===== src/rtl/glitch_sequencer.sv =====
// glitch_sequencer: arms, waits for a trigger, then times delay/width/gap through an external down-counter.
// Build option: define GLITCH_TRIGGER_SYNC_EN to pass trigger through a 2-flop synchronizer.

module glitch_sequencer #(
  parameter int PULSE_CNT_BITS = 8
) (
  input  logic                      clk,
  input  logic                      rst,
  input  logic                      arm,
  input  logic                      abort,
  input  logic                      trigger,
  input  logic [31:0]               delayCycles,
  input  logic [31:0]               widthCycles,
  input  logic [31:0]               gapCycles,
  input  logic [PULSE_CNT_BITS-1:0] pulseCount,
  input  logic                      isZero,
  output logic [31:0]               counterValue,
  output logic                      setCounter,
  output logic                      glitchOut,
  output logic                      busy,
  output logic                      done
);

  typedef enum logic [3:0] {
    IDLE, ARMED, LOAD_DELAY, WAIT_DELAY, LOAD_WIDTH, PULSE, LOAD_GAP, WAIT_GAP, DONE
  } state_t;

  state_t                    state, state_next;
  logic [31:0]               width_sh, gap_sh;
  logic [PULSE_CNT_BITS-1:0] pulses_left, pulse_init;
  logic                      hold_q, trig, qual, last_pulse, fire;

`ifdef GLITCH_TRIGGER_SYNC_EN
  logic trig_meta, trig_sync;

  always_ff @(posedge clk or posedge rst) begin
    if (rst) begin
      trig_meta <= 1'b0;
      trig_sync <= 1'b0;
    end else begin
      trig_meta <= trigger;
      trig_sync <= trig_meta;
    end
  end

  assign trig = trig_sync;
`else
  assign trig = trigger;
`endif

  // isZero still shows the pre-load count in the load cycle and the one after it.
  assign qual       = isZero & ~setCounter & ~hold_q;
  assign last_pulse = (pulses_left <= PULSE_CNT_BITS'(1));
  assign pulse_init = (pulseCount == '0) ? PULSE_CNT_BITS'(1) : pulseCount;
  assign fire       = (state == ARMED) && (state_next == LOAD_DELAY);
  assign busy       = (state != IDLE) && (state != DONE);

  always_comb begin
    // NOTE: state_next gets its default before the case so no path leaves it unassigned and infers a latch.
    state_next = state;
    case (state)
      IDLE:       if (arm) state_next = ARMED;
      ARMED: begin
        if (!arm)      state_next = IDLE;
        else if (trig) state_next = LOAD_DELAY;
      end
      LOAD_DELAY: state_next = WAIT_DELAY;
      WAIT_DELAY: if (qual) state_next = LOAD_WIDTH;
      LOAD_WIDTH: state_next = PULSE;
      PULSE:      if (qual) state_next = last_pulse ? DONE : LOAD_GAP;
      LOAD_GAP:   state_next = WAIT_GAP;
      WAIT_GAP:   if (qual) state_next = LOAD_WIDTH;
      DONE:       if (!arm) state_next = IDLE;
      default:    state_next = IDLE;
    endcase
    if (abort) state_next = IDLE;
  end

  // Outputs are registered from state_next so they line up with the state they describe.
  always_ff @(posedge clk or posedge rst) begin
    if (rst) begin
      state        <= IDLE;
      hold_q       <= 1'b0;
      width_sh     <= '0;
      gap_sh       <= '0;
      pulses_left  <= '0;
      counterValue <= '0;
      setCounter   <= 1'b0;
      glitchOut    <= 1'b0;
      done         <= 1'b0;
    end else begin
      // NOTE: non-blocking assignments so every flop samples the pre-edge values, whatever the statement order.
      state      <= state_next;
      hold_q     <= setCounter;
      glitchOut  <= (state_next == PULSE);
      done       <= (state_next == DONE) && (state != DONE);
      setCounter <= 1'b0;

      if (fire) begin
        width_sh    <= widthCycles;
        gap_sh      <= gapCycles;
        pulses_left <= pulse_init;
      end
      if ((state == PULSE) && (state_next != PULSE))
        pulses_left <= pulses_left - PULSE_CNT_BITS'(1);

      case (state_next)
        LOAD_DELAY: begin
          setCounter   <= 1'b1;
          counterValue <= delayCycles;
        end
        LOAD_WIDTH: begin
          setCounter   <= 1'b1;
          counterValue <= width_sh;
        end
        LOAD_GAP: begin
          setCounter   <= 1'b1;
          counterValue <= gap_sh;
        end
        default: ;
      endcase
    end
  end

endmodule


===== config.mk =====
export PLATFORM = sky130hd
export DESIGN_NAME = glitch_sequencer
export DESIGN_NICKNAME = d
export VERILOG_FILES = /design/src/rtl/glitch_sequencer.sv
export SDC_FILE = /design/constraint.sdc
export NUM_CORES = 1
export LEC_CHECK = 0
export CORE_MARGIN = 3
export CORE_UTILIZATION = 52
export CTS_CLUSTER_DIAMETER = 50
export DETAILED_ROUTE_END_ITERATION = 10
export PLACE_DENSITY_LB_ADDON = 0.12
export SLEW_MARGIN = 20
export SYNTH_ARGS = -nofsm -noshare
export SYNTH_HDL_FRONTEND = slang
export SYNTH_SLANG_ARGS = --single-unit

===== constraint.sdc =====
create_clock -name clk -period 6.7 [get_ports clk]
set_clock_uncertainty 0.05 [all_clocks]
set_input_delay 0.67 -clock clk [delete_from_list [all_inputs] [get_ports clk]]
set_output_delay 0.67 -clock clk [all_outputs]
set_load 0.03 [all_outputs]

==> run_results.csv <==
group,metric,value,unit
logic_synthesis,synth_most_common_cell,"dfrtp_1",
global_route,grt_overflow,0,
detailed_routing,final_antenna_net_count,0,
finish,antenna_cells,0,
clocking,clkLatencyLatePin,360,ps
finish,area_delta_synth_final,32.1,%
setup_path,end_kind,"flop",
floorplanning,fp.dieW,107,um
sta,whs,413,ps
place,place_ws,3190,ps
floorplanning,rows,36,
clocking,cts_inserted_buffers,9,
floorplanning,core,9820,um2
clocking,clock_sinks,112,
logic_synthesis,avgSynthCellArea,12.3,um2
power,p_int,1740,uW
finish,final_cell_area,6990,um2
place,place_area,6790,um2
logic_synthesis,synth_nets,544,
logic_synthesis,yosys.area.top_type,"dfrtp_1",
power,p_sw,921,uW
place,hpwl,8750,um
setup_path,path_class,"in2reg",
clocking,post_cts_buffers,0,
outcome,status,"finished, final reports clean",
finish,nFillCells,762,
detailed_routing,dr.pass1.iters,5,
place,dp.cells,690,
sta,hold_viol_final,0,
clocking,cts_resized,0,
detailed_routing,drt_iter0_markers,267,
clocking,cts_hold_buf,0,
floorplanning,io_pins,146,
setup_path,max_stage_delay,530,ps
power,p_clk_share,15.0,%
power,power_frac_seq,44.6,%
sta,slew_viol_final,0,
finish,final_cells,704,
global_route,grt_first_pass_wirelength,19900,um
clocking,cts_tree,"yes",
sta,setup_viol,0,
logic_synthesis,yosysUniqueCellTypes,61,
power,pwr-share-comb,40.4,%
detailed_routing,avgRoutedWirePerCell,17.7,um
power,p_sw_share,34.6,%
logic_synthesis,async_flop_share,100,%
setup_path,crit_slowest_cell,"o21a_2",
global_route,antenna_found_initial,0,
setup_path,critical-path-top-delay-family,"compound AO/OA/AOI/OAI gates",
sta,final.min_clock_period,3020,ps
logic_synthesis,synth_commonest_cells,"dfrtp_1 (112), inv_1 (71), mux2_2 (57)",
power,irDropWorstVdd,251,uV
detailed_routing,via_count,3957,
logic_synthesis,ys_seq_area_share,52.9,%
job,maxCapViolations,0,
floorplanning,dieArea,11400,um2
sta,max_freq,332,MHz
power,power_density,381,nW/um2
setup_path,crit_buf_inv,2,
detailed_routing,wl,12500,um
sta,rsz0062_at_grt,"no",
detailed_routing,viasPerCell,5.62,
clocking,cts-root-buf,"clkbuf_8",
power,cellLeakagePower,0.00327,uW
global_route,grt_pass1_vias,4069,
global_route,track_usage,22.2,%
logic_synthesis,synth_ff_type,"dfrtp_1",
clocking,clk_pin_slew,100,ps
logic_synthesis,synthTopCellsByArea,"dfrtp_1 (53%), mux2_2 (12%), mux2i_1 (5.9%), a222oi_1 (5.7%), inv_1 (5.0%)",
floorplanning,start_util,53.9,%
setup_path,r2r_slack,3910,ps
worst_hold_path,hp-class,"reg2reg",
sta,setup_slack,3680,ps
floorplanning,die_h,107,um
setup_path,arrival,3210,ps
finish,drive_above_1_share,16.1,%
sta,max_slew_margin,31.3,%
place,port_buffers,145,
detailed_routing,drc,0,
logic_synthesis,netlist_area,5290,um2
setup_path,start_kind,"input pin",
setup_path,path_cells,"clkdlybuf4s50_1 > and4bb_2 > a2bb2oi_1 > o21a_2 > buf_4 > mux2i_1 > a222oi_1",
global_route,grt_max_degree,97,
place,gp_congestion,0.867,
clocking,cts_htree_levels,3,
sta,worst-slew-pin-transition,1030,ps
clocking,clockBufferDepth,2,
logic_synthesis,synth-edff-count,0,
logic_synthesis,ys_seq_elements,112,
sta,fin_crit_sh,45.0,%
sta,tns,0,ps
logic_synthesis,synthCells,432,
finish,layout.nets,680,
setup_path,cp.required,6900,ps
setup_path,critPathMaxFanout,20,
logic_synthesis,synth_top_area_share,52.9,%
logic_synthesis,ys_warn_count,0,
-- sequential cells by signal, summed over array words and instances (netlist names) --
| name | count |
|---|---|
| counterValue | 32 |
| gap_sh | 32 |
| width_sh | 32 |
| pulses_left | 8 |
| state | 4 |
| done | 1 |
| glitchOut | 1 |
| hold_q | 1 |
| setCounter | 1 |
-- through the flow --
| stage | utilization [%] | power [uW] |
|---|---|---|
| 5_1_grt | 71.2 | 2830 |
| 3_5_place_dp | 69.2 | 2280 |
| 3_3_place_gp | 69.2 | 2230 |
| 4_1_cts | 71.2 | 2690 |
| 2_1_floorplan | - | 1870 |
| 6_report | 71.2 | 2660 |
-- metal layers --
metal / track usage [%] / routed length, um
met5: 0 / 0
met4: 6.39 / 108
met3: 5.36 / 830
met2: 36.9 / 6250
met1: 29.1 / 5290
-- final timing paths --
path | endpoint | depth (start not counted) | from
min reg2reg | hold_q$_DFF_PP0_ | 0 | setCounter$_DFF_PP0_
max | counterValue[5]$_DFFE_PP0P_ | 7 | isZero
max in group asynchronous | state[2]$_DFF_PP0_ | 3 | rst
min | hold_q$_DFF_PP0_ | 0 | setCounter$_DFF_PP0_
max reg2reg | counterValue[5]$_DFFE_PP0P_ | 6 | state[0]$_DFF_PP0_
min in group asynchronous | width_sh[25]$_DFFE_PP0P_ | 2 | rst
-- kinds of logic after synthesis --
kind of cell / synth area share [%]
buf+inv: 8.20
simple gates: 6.12
xor+xnor: 0.165
compound gates: 12.4
flops: 52.9
fa+ha+maj: 0.473
mux: 19.7
-- layout make-up --
class                   count  area, um2  share of cell area [%]
repair buffers            149       1490                    21.2
flip-flops and latches    112       2800                    40.1
well taps                 133        166                    2.38
clock buffers              11        151                    2.17
inverters                  71        269                    3.85
clock inverters             3       42.5                   0.608
multi-input cells         225       2070                    29.7
-- placed cells by master, fill, tap and decap left out, types with 3 or more instances in the layout --
master / netlist / routed
a21oi_1: 4 / 4
mux2_2: 57 / 57
nand3_1: 4 / 4
nand2b_1: 3 / 3
nor2_1: 12 / 12
mux2i_1: 31 / 31
inv_1: 71 / 70
dfrtp_1: 112 / 112
o21ai_0: 6 / 6
clkdlybuf4s50_1: 0 / 145
a222oi_1: 30 / 30
buf_4: 1 / 3
nand2_1: 7 / 7
a221o_1: 3 / 3
clkbuf_8: 0 / 11
nor3_1: 5 / 5
o221ai_1: 3 / 3
mux2_1: 8 / 8
nor4b_1: 3 / 3
-- worst register-to-register path, cell delays in order, from the launching register on --
cell       delay [ps]
dfrtp_1           520
and4bb_2          330
a2bb2oi_1         290
o21a_2            530
buf_4             450
mux2i_1           160
a222oi_1          360
-- power by group through the flow --
stage	combinational, uW	clock [uW]	sequential [uW]
floorplan	526	0	1340
detailed placement	1080	0	1200
global route	1160	441	1230
CTS	1090	414	1190
finish	1080	398	1190
global placement	1050	0	1180
Power figures use the tool's default switching activity.
